## src/rtl/if_fetch_queue.sv

```systemverilog
// ---------------------------------------------------------------------------
// if_fetch_queue
//   Decoupled instruction-fetch stage. A small fetch engine keeps one request
//   outstanding to instruction memory and fills a DEPTH-entry prefetch queue
//   of {pc, insn}. The IF/ID output register is loaded from the queue head.
//   If an ack arrives while the queue is empty and the stage is not stalled,
//   the response goes straight to the output register on that edge. The
//   stage presents the usual IF semantics to ID: branch delay slot, stall
//   and flush.
//
// Optional feature: define IF_BUBBLE_CNT_EN to add if_bubble_cnt_o, a
//   saturating count of cycles in which a bubble (if_en_o=0) is loaded into
//   ID while the stage is neither stalled nor flushed.
//
// Ports
//   clk_i          clock, rising edge
//   rst_ni         asynchronous reset, active low
//   imem_req_o     fetch request, held high until imem_ack_i
//   imem_addr_o    fetch address, stable while imem_req_o=1
//   imem_ack_i     response strobe, imem_rdata_i valid in this cycle
//   imem_rdata_i   fetched instruction
//   stall_i        hold the IF/ID outputs
//   flush_i        redirect to new_pc_i (beats stall_i and br_taken_i)
//   new_pc_i       flush target
//   br_taken_i     branch in ID taken
//   br_addr_i      branch target
//   if_pc_o        PC of if_insn_o
//   if_insn_o      instruction to ID (NOP_INSN when not valid)
//   if_en_o        if_insn_o valid
//   if_bubble_cnt_o  (IF_BUBBLE_CNT_EN only) bubble counter
// ---------------------------------------------------------------------------
module if_fetch_queue #(
    parameter int unsigned          ADDR_W   = 32,
    parameter int unsigned          DATA_W   = 32,
    parameter int unsigned          DEPTH    = 4,
    parameter logic [ADDR_W-1:0]    RESET_PC = '0,
    parameter logic [DATA_W-1:0]    NOP_INSN = '0
) (
    input  logic              clk_i,
    input  logic              rst_ni,
    output logic              imem_req_o,
    output logic [ADDR_W-1:0] imem_addr_o,
    input  logic              imem_ack_i,
    input  logic [DATA_W-1:0] imem_rdata_i,
    input  logic              stall_i,
    input  logic              flush_i,
    input  logic [ADDR_W-1:0] new_pc_i,
    input  logic              br_taken_i,
    input  logic [ADDR_W-1:0] br_addr_i,
    output logic [ADDR_W-1:0] if_pc_o,
    output logic [DATA_W-1:0] if_insn_o,
    output logic              if_en_o
`ifdef IF_BUBBLE_CNT_EN
    ,
    output logic [31:0]       if_bubble_cnt_o
`endif
);

    localparam int unsigned   PW      = (DEPTH > 1) ? $clog2(DEPTH) : 1;
    localparam int unsigned   CW      = PW + 1;
    localparam logic [CW-1:0] DEPTH_C = CW'(DEPTH);
    localparam logic [CW-1:0] ONE_C   = CW'(1);

    typedef enum logic [1:0] {
        S_IDLE = 2'd0,
        S_REQ  = 2'd1,
        S_DROP = 2'd2
    } state_e;

    state_e              state_q, state_d;
    logic [ADDR_W-1:0]   addr_q, addr_d;
    logic [ADDR_W-1:0]   fetch_pc_q, fetch_pc_d;
    logic                br_pend_q, br_pend_d;
    logic [ADDR_W-1:0]   br_tgt_q, br_tgt_d;

    logic [ADDR_W-1:0]   q_pc_q   [DEPTH];
    logic [DATA_W-1:0]   q_insn_q [DEPTH];
    logic [PW-1:0]       rd_ptr_q, rd_ptr_d, wr_ptr_q, wr_ptr_d;
    logic [CW-1:0]       cnt_q, cnt_d;

    logic [ADDR_W-1:0]   pc_q, pc_d;
    logic [DATA_W-1:0]   insn_q, insn_d;
    logic                en_q, en_d;

    logic q_empty, ack, br_now, br_pop, br_hold, redirect;
    logic acc, bypass, push, pop, pend_now, load_req;
    logic [ADDR_W-1:0] tgt_now;

    // ---- event decode ------------------------------------------------------
    always_comb begin
        q_empty  = (cnt_q == '0);
        ack      = imem_ack_i && (state_q != S_IDLE);
        br_now   = br_taken_i && !stall_i && !flush_i;
        // Delay slot already queued: it goes out now, the rest is wrong-path.
        br_pop   = br_now && !q_empty;
        // Delay slot not fetched yet: remember the target until it arrives.
        br_hold  = br_now && q_empty;
        redirect = flush_i || br_pop;
        acc      = ack && (state_q == S_REQ) && !redirect;
        bypass   = acc && q_empty && !stall_i;
        push     = acc && !bypass;
        pop      = !stall_i && !flush_i && !q_empty;
        pend_now = br_pend_q || br_hold;
        tgt_now  = br_hold ? br_addr_i : br_tgt_q;
    end

    // ---- fetch PC, pending branch, queue pointers --------------------------
    always_comb begin
        fetch_pc_d = fetch_pc_q;
        br_pend_d  = br_pend_q;
        br_tgt_d   = br_hold ? br_addr_i : br_tgt_q;
        rd_ptr_d   = rd_ptr_q;
        wr_ptr_d   = wr_ptr_q;
        cnt_d      = cnt_q;

        if (flush_i) begin
            fetch_pc_d = new_pc_i;
        end else if (br_pop) begin
            fetch_pc_d = br_addr_i;
        end else if (acc) begin
            // The accepted response is the delay slot when a branch waits.
            fetch_pc_d = pend_now ? tgt_now : fetch_pc_q + ADDR_W'(4);
        end

        if (redirect || acc) begin
            br_pend_d = 1'b0;
        end else if (br_hold) begin
            br_pend_d = 1'b1;
        end

        if (redirect) begin
            rd_ptr_d = '0;
            wr_ptr_d = '0;
            cnt_d    = '0;
        end else begin
            if (push) wr_ptr_d = wr_ptr_q + PW'(1);
            if (pop)  rd_ptr_d = rd_ptr_q + PW'(1);
            case ({push, pop})
                2'b10:   cnt_d = cnt_q + ONE_C;
                2'b01:   cnt_d = cnt_q - ONE_C;
                default: cnt_d = cnt_q;
            endcase
        end
    end

    // ---- memory FSM: next state --------------------------------------------
    always_comb begin
        state_d  = state_q;
        load_req = 1'b0;
        case (state_q)
            S_IDLE: begin
                if (cnt_q < DEPTH_C) begin
                    state_d  = S_REQ;
                    load_req = 1'b1;
                end
            end
            S_REQ: begin
                if (ack) begin
                    // A redirected response empties the queue, so there is room.
                    if (redirect || (cnt_q + ONE_C < DEPTH_C)) begin
                        state_d  = S_REQ;
                        load_req = 1'b1;
                    end else begin
                        state_d = S_IDLE;
                    end
                end else if (redirect) begin
                    state_d = S_DROP;
                end
            end
            S_DROP: begin
                if (ack) begin
                    state_d  = S_REQ;
                    load_req = 1'b1;
                end
            end
            default: state_d = S_IDLE;
        endcase
        addr_d = load_req ? fetch_pc_d : addr_q;
    end

    // ---- memory FSM: outputs -----------------------------------------------
    always_comb begin
        imem_req_o  = (state_q != S_IDLE);
        imem_addr_o = addr_q;
    end

    // ---- IF/ID output register next value ----------------------------------
    always_comb begin
        pc_d   = pc_q;
        insn_d = insn_q;
        en_d   = en_q;
        if (flush_i) begin
            pc_d   = new_pc_i;
            insn_d = NOP_INSN;
            en_d   = 1'b0;
        end else if (!stall_i) begin
            if (!q_empty) begin
                pc_d   = q_pc_q[rd_ptr_q];
                insn_d = q_insn_q[rd_ptr_q];
                en_d   = 1'b1;
            end else if (bypass) begin
                pc_d   = addr_q;
                insn_d = imem_rdata_i;
                en_d   = 1'b1;
            end else begin
                insn_d = NOP_INSN;
                en_d   = 1'b0;
            end
        end
    end

    // ---- state registers ---------------------------------------------------
    always_ff @(posedge clk_i or negedge rst_ni) begin
        if (!rst_ni) begin
            state_q    <= S_IDLE;
            addr_q     <= RESET_PC;
            fetch_pc_q <= RESET_PC;
            br_pend_q  <= 1'b0;
            br_tgt_q   <= RESET_PC;
            rd_ptr_q   <= '0;
            wr_ptr_q   <= '0;
            cnt_q      <= '0;
            pc_q       <= RESET_PC;
            insn_q     <= NOP_INSN;
            en_q       <= 1'b0;
        end else begin
            state_q    <= state_d;
            addr_q     <= addr_d;
            fetch_pc_q <= fetch_pc_d;
            br_pend_q  <= br_pend_d;
            br_tgt_q   <= br_tgt_d;
            rd_ptr_q   <= rd_ptr_d;
            wr_ptr_q   <= wr_ptr_d;
            cnt_q      <= cnt_d;
            pc_q       <= pc_d;
            insn_q     <= insn_d;
            en_q       <= en_d;
        end
    end

    // Queue storage needs no reset: entries are only read when counted valid.
    always_ff @(posedge clk_i) begin
        if (push) begin
            q_pc_q[wr_ptr_q]   <= addr_q;
            q_insn_q[wr_ptr_q] <= imem_rdata_i;
        end
    end

    assign if_pc_o   = pc_q;
    assign if_insn_o = insn_q;
    assign if_en_o   = en_q;

`ifdef IF_BUBBLE_CNT_EN
    logic [31:0] bub_q;

    always_ff @(posedge clk_i or negedge rst_ni) begin
        if (!rst_ni) begin
            bub_q <= '0;
        end else if (!stall_i && !flush_i && !en_d && (bub_q != 32'hFFFF_FFFF)) begin
            bub_q <= bub_q + 32'd1;
        end
    end

    assign if_bubble_cnt_o = bub_q;
`endif

endmodule

```

## config.mk

```make
export PLATFORM = sky130hd
export DESIGN_NAME = if_fetch_queue
export DESIGN_NICKNAME = d
export VERILOG_FILES = /design/src/rtl/if_fetch_queue.sv
export SDC_FILE = /design/constraint.sdc
export NUM_CORES = 1
export LEC_CHECK = 0
export BUFFER_PORTS_ARGS = -buffer_cell sky130_fd_sc_hd__clkbuf_2
export CAP_MARGIN = 5
export CORE_ASPECT_RATIO = 1.1
export CORE_MARGIN = 3
export CORE_UTILIZATION = 45
export CTS_CLUSTER_SIZE = 14
export DETAILED_ROUTE_END_ITERATION = 16
export GPL_ROUTABILITY_DRIVEN = 0
export PLACE_DENSITY = 0.69
export SKIP_LAST_GASP = 1
export SYNTH_ARGS = -nofsm -noshare
export SYNTH_HDL_FRONTEND = slang
export SYNTH_SLANG_ARGS = --single-unit
```

## constraint.sdc

```tcl
create_clock -name clk_i -period 3.7 [get_ports clk_i]
set_input_delay 0.74 -clock clk_i [delete_from_list [all_inputs] [get_ports clk_i]]
set_output_delay 0.74 -clock clk_i [all_outputs]
set_load 0.1 [all_outputs]
```

# ---- Word-level counts from Yosys, hierarchy flattened
# Memory sizes are Yosys's and may differ from the RTL's.
# Index checks and enable logic that the tools add are counted.
dict set report totals {
  in_bits 102
  romBits 0
  n_memories 2
  ff_bits 171
  latch_bits 0
  out_inout_bits 98
  ram_bits 256
  word_cells 97
}
dict set report op_classes {
  n_bitwise 0
  n_mul 0
  shifts 0
  mux 38
  n_reduce_logical 30
  addsub 5
  div 0
  order_cmp 2
  n_eq_ne 9
}
# memory words word_bits read_ports rd_ports_with_merged_regs write_ports line_no
set memory_table {}
lappend memory_table {q_insn_q 4 32 1 0 1 77} ;# logic [DATA_W-1:0] q_insn_q [DEPTH];
lappend memory_table {q_pc_q 4 32 1 0 1 76} ;# logic [ADDR_W-1:0] q_pc_q [DEPTH];
# op n
set ops {}
lappend ops {{$mux W32} 13}
lappend ops {{$add A32 B3 Y32 const B} 1}
lappend ops {{$mux W2} 8}
lappend ops {{$mux W1} 13}
lappend ops {{$logic_and A1 B1 Y1} 12}
lappend ops {{$reduce_bool A2 Y1} 4}
lappend ops {{$lt A3 B3 Y1 const B} 2}
lappend ops {{$pmux W2 S3} 1}
lappend ops {{$pmux W3 S2} 1}
lappend ops {{$logic_not A1 Y1} 5}
lappend ops {{$add A2 B1 Y2 const B} 2}
lappend ops {{$eq A2 B1 Y1 const B} 2}
lappend ops {{$eq A2 B2 Y1 const B} 2}
lappend ops {{$logic_or A1 B1 Y1} 4}
lappend ops {{$ne A2 B2 Y1 const B} 2}
lappend ops {{$add A3 B1 Y3 const B} 1}
lappend ops {{$logic_not A3 Y1} 1}
lappend ops {{$mux W3} 1}
lappend ops {{$ne A3 B2 Y1 const B} 1}
lappend ops {{$ne A3 B3 Y1 const B} 1}
lappend ops {{$pmux W1 S3} 1}
lappend ops {{$reduce_and A3 Y1} 1}
lappend ops {{$reduce_bool A3 Y1} 1}
lappend ops {{$sub A3 B1 Y3 const B} 1}
lappend ops {{3 further kinds} 3}

# ---- Longest topological paths before layout
# Gate-level depths: netlist of run 1.
dict set report logic_depth {
  ltp_word 14
  mapped_depth 11
  ltp_nobuf 8
}

# ---- Least setup slack after synthesis of run 1
# OpenSTA, ideal clock, no wires.
dict set report synth_path {
  kind {input -> register}
  from {in flush_i}
  to {mem q_insn_q[1][0] (enable)}
  required_ps 3271
  path_buffers 2
  path_slack_ps 182
  stages 5
  t_arrival_ps 3089
  setup_time_ps 429
  cell_sequence {nand4bb_1 -> clkbuf_1 -> buf_2 -> nor2_1 -> and2_1}
}
dict set report synth_between {
  elab_chain_cells 12
}
# item line_no
set synth_lines {}
lappend synth_lines {{start, declared} 46} ;# input logic flush_i,
lappend synth_lines {{$logic_not A1 Y1} 93} ;# br_now = br_taken_i && !stall_i && !flush_i;
lappend synth_lines {{$logic_and A1 B1 Y1} 93}
lappend synth_lines {{$logic_and A1 B1 Y1} 95} ;# br_pop = br_now && !q_empty;
lappend synth_lines {{$logic_or A1 B1 Y1 *} 98} ;# redirect = flush_i || br_pop;
lappend synth_lines {{$logic_not A1 Y1 *} 99} ;# acc = ack && (state_q == S_REQ) && !redirect;
lappend synth_lines {{$logic_and A1 B1 Y1 *} 99}
lappend synth_lines {{$logic_and A1 B1 Y1 (2 in series)} 100} ;# bypass = acc && q_empty && !stall_i;
lappend synth_lines {{$logic_not A1 Y1} 101} ;# push = acc && !bypass;
lappend synth_lines {{$logic_and A1 B1 Y1 *} 101}
lappend synth_lines {{$mux W1 *} 243} ;# if (push) begin
lappend synth_lines {{$mux W1 (implied by the code) *} 245} ;# q_insn_q[wr_ptr_q] <= imem_rdata_i;
lappend synth_lines {{end, declared} 77}
# Mark *: on every way between the ends. The rest lies on a longest branch, timed or not.

# ---- Worst setup path in the final report of run 1
dict set report layout_path {
  from {reg cnt_q[0]}
  to {reg addr_q[14], in the netlist imem_addr_o[14]}
}
dict set report layout_between {
  elab_chain_cells 9
  word_cells_on_any_way 21
  cone_classes {add/sub (1); order compare (2); mux (9); reduce/logical (9)}
}
# item line_no
set layout_lines {}
lappend layout_lines {{start, declared} 79} ;# logic [CW-1:0] cnt_q, cnt_d;
lappend layout_lines {{start signal, assigned} 234} ;# cnt_q <= cnt_d;
lappend layout_lines {{$logic_not A3 Y1 *} 91} ;# q_empty = (cnt_q == '0);
lappend layout_lines {{$logic_not A1 Y1} --}
lappend layout_lines {{$logic_and A1 B1 Y1} 95}
lappend layout_lines {{$logic_or A1 B1 Y1} 98}
lappend layout_lines {{$logic_not A1 Y1} 99}
lappend layout_lines {{$logic_and A1 B1 Y1} 99}
lappend layout_lines {{$mux W32} 120} ;# end else if (acc) begin
lappend layout_lines {{$mux W32 *} 118} ;# end else if (br_pop) begin
lappend layout_lines {{$mux W32 *} 116} ;# if (flush_i) begin
lappend layout_lines {{net fetch_pc_d[14]} 72} ;# logic [ADDR_W-1:0] fetch_pc_q, fetch_pc_d;
lappend layout_lines {{end signal, assigned} 228} ;# addr_q <= addr_d;
lappend layout_lines {{end, declared} 71} ;# logic [ADDR_W-1:0] addr_q, addr_d;
# The timed path passes the listed nets; every way through them passes the cells marked *.
# A chain may end at the register's enable or synchronous reset.

==> results of run 1 <==
-- final cells by class --
type | count | share of cell area
diodes | 2 | 0.000231
clock buffers | 61 | 0.0580
clock inverters | 22 | 0.0109
inverters | 15 | 0.00260
multi-input cells | 833 | 0.282
flip-flops and latches | 427 | 0.552
well taps | 513 | 0.0296
repair buffers | 245 | 0.0640
-- worst paths after layout --
path,end,slack [ns],depth (start not counted),from
max in group asynchronous,if_insn_o[31]$_DFFE_PN0P_,2.51,3,rst_ni
min in group clk_i,br_tgt_q[24]$_DFF_PN0_,0.42,3,br_addr_i[24]
min reg2reg,br_tgt_q[10]$_DFF_PN0_,0.47,2,br_tgt_q[10]$_DFF_PN0_
min,if_insn_o[7]$_DFFE_PN0P_,0.22,1,rst_ni
max reg2reg,imem_addr_o[14]$_DFFE_PN0P_,0.63,9,cnt_q[0]$_DFFE_PN0P_
max,imem_addr_o[14]$_DFFE_PN0P_,0.63,9,cnt_q[0]$_DFFE_PN0P_
-- worst max-delay path, stage by stage, from the launching register on --
cell,delay [ns]
dfrtp_1,0.41
inv_1,0.10
ha_1,0.25
nor2b_2,0.82
nor3_1,0.33
buf_4,0.28
a31oi_1,0.17
o211ai_1,0.11
a22o_1,0.21
mux2_2,0.26
-- power groups by stage --
stage | sequential, mW | combinational [mW] | clock (mW)
final | 6.85 | 6.55 | 4.55
after global routing | 6.99 | 6.91 | 4.81
after CTS | 6.85 | 6.59 | 4.63
after detailed placement | 6.94 | 6.56 | 0
after global placement | 6.89 | 6.48 | 0
after floorplan | 9.41 | 2.45 | 0
-- sequential cells by signal, indices dropped and copies added, names as in the netlist --
signal,cells
q_pc_q,128
br_tgt_q,32
if_insn_o,32
br_pend_q,1
state_q,2
if_pc_o,32
cnt_q,3
fetch_pc_q,32
wr_ptr_q,2
imem_addr_o,32
q_insn_q,128
if_en_o,1
rd_ptr_q,2
-- metal layers --
layer / global-route usage / up-vias
met2: 0.363 / 469
li1: - / 5582
met1: 0.321 / 6370
met5: 0 / -
met4: 0.0642 / 4
met3: 0.0482 / 93
-- logic make-up (layout without fill, tap and decap cells) --
family,after synthesis,in the layout
AOI/OAI and AO/OA,264,264
xor gates and xnor gates,17,17
adders and majority gates,8,8
buffers and inverters,103,343
DFF,427,427
muxes,134,134
other,0,2
and+or+nand+nor,410,410
-- synthesized netlist by cell type (7+ instances only) --
master	instances	area [µm²]
dfrtp_1	171	4280
ha_1	8	100
and3_1	7	43.8
inv_1	15	56.3
nand2_1	229	860
nand3_1	27	135
a221o_1	22	220
and2_1	16	100
o211ai_1	23	173
xnor2_1	12	105
nor2_1	66	248
nor4_1	7	43.8
a22oi_1	8	60.1
nand4_1	16	100
buf_1	7	26.3
clkbuf_1	41	154
o21ai_0	62	310
a21oi_1	53	265
mux4_2	64	1440
o31ai_1	10	75.1
edfxtp_1	256	7690
a22o_1	7	61.3
nor3_1	10	50.1
buf_2	30	150
a31oi_1	20	125
mux2_2	19	214
mux2i_1	51	510
-- stage by stage --
stage / instance area (µm²) / hold WS [ns] / cells / utilization
after CTS: 21700 / 0.249 / 2116 / 0.536
after global routing: 21700 / 0.252 / 2116 / 0.536
after detailed placement: 20200 / 0.463 / 2033 / 0.499
after floorplan: 18500 / 0.436 / 1363 / -
after global placement: 20200 / 0.454 / 2033 / 0.499
final: 21700 / 0.224 / 2118 / 0.536
==> results_dict.tcl, run 1 <==
set metrics [dict create \
    drcViolationCount 0 \
    core_mm2 0.0405 \
    htree_levels 2 \
    cts_tree "yes" \
    grt_pass1_vias 12580 \
    antenna_left 0 \
    fin_crit_sh 0.830 \
    startpoint_type "register" \
    io_buffer_count 199 \
    synthCells 1363 \
    hold_viol 0 \
    setup_viol 0 \
    grt_max_degree 85 \
    cts_buffers 45 \
    drive_gt1_frac 0.268 \
    cts_root_buffer "clkbuf_16" \
    finalSetupTns_ns 0 \
    fp-row-count 77 \
    vdd_drop_max_mv 0.695 \
    die_w_um 200 \
    ctsHoldBuffers 0 \
    grt_antenna_before_repair 3 \
    place_hpwl_mm 32.2 \
    status "finished clean" \
    io_pins 200 \
    clkSlewWorstSetupHoldPaths_ns 0.06 \
    dp_slack_ns 0.632 \
    hp-class "in2async" \
    slew_violations 0 \
    ys_seq_area_frac 0.646 \
    p_sw_mw 7.65 \
    seqPwrFrac 0.382 \
    synth_top_family_by_area "multiplexers" \
    viasPerCell 5.91 \
    p_clk_frac 0.253 \
    synth_nets 1473 \
    postCtsSetupBuffers 0 \
    setup_ws_ns 0.628 \
    p_int_mw 10.3 \
    crit_type "reg2reg" \
    clk_path_buf_depth 3 \
    fmaxAchievable_ghz 0.325 \
    final_common_cell "edfxtp_1" \
    synth_edf_count 256 \
    p_leak_nw 8.32 \
    syn_area_mm2 0.0185 \
    synth_xor_area_frac 0.00803 \
    ys.flop_type "edfxtp_1" \
    syn_to_final_growth_pct 16.9 \
    die_y_um 219 \
    synth_fa_ha_area_frac 0.00540 \
    mostFrequentLayoutCells "edfxtp_1, nand2_1, clkbuf_2" \
    combinationalPowerShare 0.365 \
    ctsResizeCount 0 \
    cp.arrival_ns 3.50 \
    wl_met2_mm 23.4 \
    ys_ff_latch 427 \
    regArea_mm2 0.0120 \
    initial_core_util 0.458 \
    vias 12518 \
    synth.avg_cell_area_um2 13.6 \
    ys_async_sr_fraction 0.400 \
    wire_per_inst_um 23.6 \
    top_layer "met5" \
    p_sw_frac 0.426 \
    wl_met3_mm 3.93 \
    worst_pin_slew_ns 1.11 \
    routed_wl_mm 49.9 \
    skew_ns 0.0123 \
    synth.distinct_cells 76 \
    multi_input_area_mm2 0.00612 \
    slew_headroom 0.260 \
    nets 1677 \
    n_fill_cell 3365 \
    critPathMaxFanout 14 \
    fin_crit_ns 3.07 \
    clock_sinks 427 \
    p_total_mw 18.0 \
    grt_overflow 0 \
    required_ns 4.13 \
    wl_met1_mm 21.3 \
    yosysWarningCount 0 \
    synthSimpleGateAreaFrac 0.0999 \
    dr.pass1.iters 6 \
    synth_compound_area_frac 0.0976 \
    endpoint_kind "register" \
    synthMuxAreaShare 0.117 \
    drt_iter0_drc 1138 \
    p_per_area_mw_per_mm2 828 \
    dieArea_mm2 0.0437 \
    clock_latency_ns 0.55 \
    grt_util_all_layers 0.228 \
    rsz0062_at_grt "no" \
    drv_cap 0 \
    grt_pass1_wl_mm 75.9 \
]
Note: power is estimated with default switching activity, not from simulation.
==> inputs of run 2 (changes only) <==
ABC_AREA = 1   (was unset)
PLACE_DENSITY = 0.71   (was 0.69)
clock period = 2.6 ns   (was 3.7 ns; I/O delays follow)
==> results_dict.tcl, run 2 <==
set metrics [dict create \
    status "finished clean" \
    ys_top_cells_by_area "edfxtp_1, dfrtp_1, nand2_1, nor2_1, o21ai_0" \
    clock_latency_ns 0.56 \
    dpl_cell_area_mm2 0.0202 \
    dp_slack_ns 0.116 \
    core_mm2 0.0403 \
    io_buffer_count 199 \
    grt_pass1_wl_mm 79.1 \
    grt_pass1_vias 13946 \
    die_y_um 218 \
    clock_sinks 427 \
    seqPwrFrac 0.387 \
    die_w_um 199 \
    fin_crit_ns 2.38 \
    crit_top_cell "nand2_1" \
    rr_startpoint "cnt_q[1]$_DFFE_PN0P_" \
    routed_wl_mm 50.7 \
    dr.pass1.iters 5 \
    multi_input_area_mm2 0.00570 \
    stdcell_area_mm2 0.0216 \
    p_total_mw 24.8 \
    p_leak_nw 8.99 \
    htree_levels 2 \
    rsz0062_at_grt "no" \
    setup_ws_ns 0.221 \
    final_common_cell "nand2_1" \
    drive_gt1_frac 0.168 \
    crit_type "reg2reg" \
    crit_chain "inv_2, ha_4, inv_2, nor2_4, buf_4, nand3_2, nand2_2, inv_2, nor2_1, buf_4, a21oi_1, nand2_1, nand2_1, nand2_1, nand2_1, nand2_1" \
    synth.top_cell.area_share 0.417 \
    place_hpwl_mm 32.7 \
    nets 2103 \
    clkSlewWorstSetupHoldPaths_ns 0.06 \
    hold_viol 0 \
    initial_core_util 0.457 \
    viasPerCell 5.61 \
    drcViolationCount 0 \
    mostFrequentLayoutCells "nand2_1, edfxtp_1, nor2_1" \
    io_pins 200 \
    ys_seq_area_frac 0.650 \
    worst_hold_path.endpoint "q_insn_q[1][31]$_DFFE_PP_" \
    cts_tree "yes" \
    vdd_drop_max_mv 0.672 \
    postCtsSetupBuffers 0 \
    crit_buf_inv 5 \
    vias 14244 \
    slowest_delay_ns 0.40 \
    synth_nets 1922 \
    ys_async_sr_fraction 0.400 \
    dieArea_mm2 0.0434 \
    slew_violations 0 \
    drt_iter0_drc 1330 \
    syn_to_final_growth_pct 17.1 \
    cts_root_buffer "clkbuf_16" \
    synth.distinct_cells 40 \
    worst_pin_slew_ns 0.652 \
    timing.hold.ws_ns 0.207 \
    yosys.area.top_type "edfxtp_1" \
    n_fill_cell 3507 \
    grt_util_all_layers 0.233 \
    startpoint_type "register" \
    rr_endpoint "imem_addr_o[7]$_DFFE_PN0P_" \
    cp.arrival_ns 2.87 \
    synthCells 1812 \
    grt_max_degree 98 \
    ys_ff_latch 427 \
    critPathMaxFanout 14 \
    fin_util 0.535 \
    fmaxAchievable_ghz 0.420 \
    synth_edf_count 256 \
    p_per_area_mw_per_mm2 1150 \
    reg_top3 "q_insn_q (128), q_pc_q (128)" \
    slew_headroom 0.564 \
    grt_antenna_before_repair 0 \
    skew_ns 0.0223 \
    antenna_left 0 \
    fin_crit_sh 0.915 \
    required_ns 3.09 \
    p_sw_frac 0.442 \
    holdPathStages 1 \
    crit_family "simple AND/OR/NAND/NOR gates" \
    drv_cap 0 \
    syn_area_mm2 0.0184 \
    setup_viol 0 \
    synth.avg_cell_area_um2 10.2 \
    cts_buffers 42 \
    r2r_setup_slack_ns 0.22 \
    fp-row-count 77 \
    ys.flop_type "edfxtp_1" \
    hp-start "imem_rdata_i[31]" \
    hp-class "in2reg" \
    netlist_top_cells_count "nand2_1, edfxtp_1, nor2_1, o21ai_0, dfrtp_1" \
    diodes 0 \
    wire_per_inst_um 20.0 \
    synth_most_common_cell "nand2_1" \
    endpoint_kind "register" \
    clk_path_buf_depth 3 \
    rr_worst_depth 16 \
    slowest_stage "dfrtp_1" \
    yosysWarningCount 0 \
    combinationalPowerShare 0.369 \
    regArea_mm2 0.0120 \
    p_int_mw 13.8 \
    p_clk_frac 0.245 \
    ctsResizeCount 0 \
    grt_overflow 0 \
    p_sw_mw 11.0 \
]
==> run 2: cell count changes after synthesis, moves of 22 or more <==
cell / delta
nand2_1: +164
nor2_1: +183
clkbuf_1: +26
mux2i_1: -51
o21ai_1: +30
inv_1: +70
nand3_1: +94
o221ai_1: +30
o22ai_1: +28
mux4_2: -64
o21ai_0: +117
a221o_1: -22
==> run 2: area by class of cell <==
type                    instances  share of cell area
well taps                     513              0.0298
repair buffers                245              0.0702
clock buffers                  62              0.0551
multi-input cells            1186               0.264
flip-flops and latches        427               0.555
clock inverters                16             0.00911
inverters                      91              0.0162
==> run 2: power by group through the flow <==
stage	logic [mW]	clock network, mW	registers (mW)
2_1_floorplan	3.21	0	13.2
3_3_place_gp	9.04	0	9.62
3_5_place_dp	9.14	0	9.66
4_1_cts	9.17	6.16	9.55
5_1_grt	9.77	6.44	9.69
6_report	9.13	6.05	9.57
==> run 2: cell families after synthesis <==
| logic type | after synthesis | synth area share |
|---|---|---|
| XOR/XNOR | 12 | 0.00571 |
| adder cells (fa/ha/maj) | 8 | 0.00544 |
| AO/OA/AOI/OAI | 381 | 0.122 |
| flip-flops | 427 | 0.650 |
| buffers and inverters | 199 | 0.0445 |
| AND/OR/NAND/NOR | 785 | 0.172 |
==> run 2: how the worst max path moves through the flow <==
stage	start	endpoint	cells past startpoint
floorplan	cnt_q[0]$_DFFE_PN0P_	q_insn_q[0][0]$_DFFE_PP_	11
global placement	stall_i	imem_addr_o[7]$_DFFE_PN0P_	15
detailed placement	stall_i	imem_addr_o[7]$_DFFE_PN0P_	15
CTS	cnt_q[1]$_DFFE_PN0P_	imem_addr_o[7]$_DFFE_PN0P_	16
global route	cnt_q[0]$_DFFE_PN0P_	imem_addr_o[25]$_DFFE_PN0P_	16
finish	cnt_q[1]$_DFFE_PN0P_	imem_addr_o[7]$_DFFE_PN0P_	16
==> run 2: through the flow <==
step	TNS (ns)	instances
3_5_place_dp	0	2461
4_1_cts	0	2540
3_3_place_gp	0	2461
5_1_grt	0	2540
6_report	0	2540
2_1_floorplan	-24.78	1812
==> run 2: metal layers <==
metal | vias to the layer above | track usage | part of all wire
li1 | 6644 | - | -
met1 | 6911 | 0.328 | 0.43
met2 | 592 | 0.374 | 0.47
met3 | 97 | 0.0345 | 0.069
met4 | 0 | 0.0752 | 0.031
met5 | - | 0 | 0
==> run 2: what timing repair did <==
action / 4_1_cts / 5_1_grt
setup endpoints to repair: 0 / 0
hold buffers: 1 / 0
endpoints found under the hold margin: 43 / 0
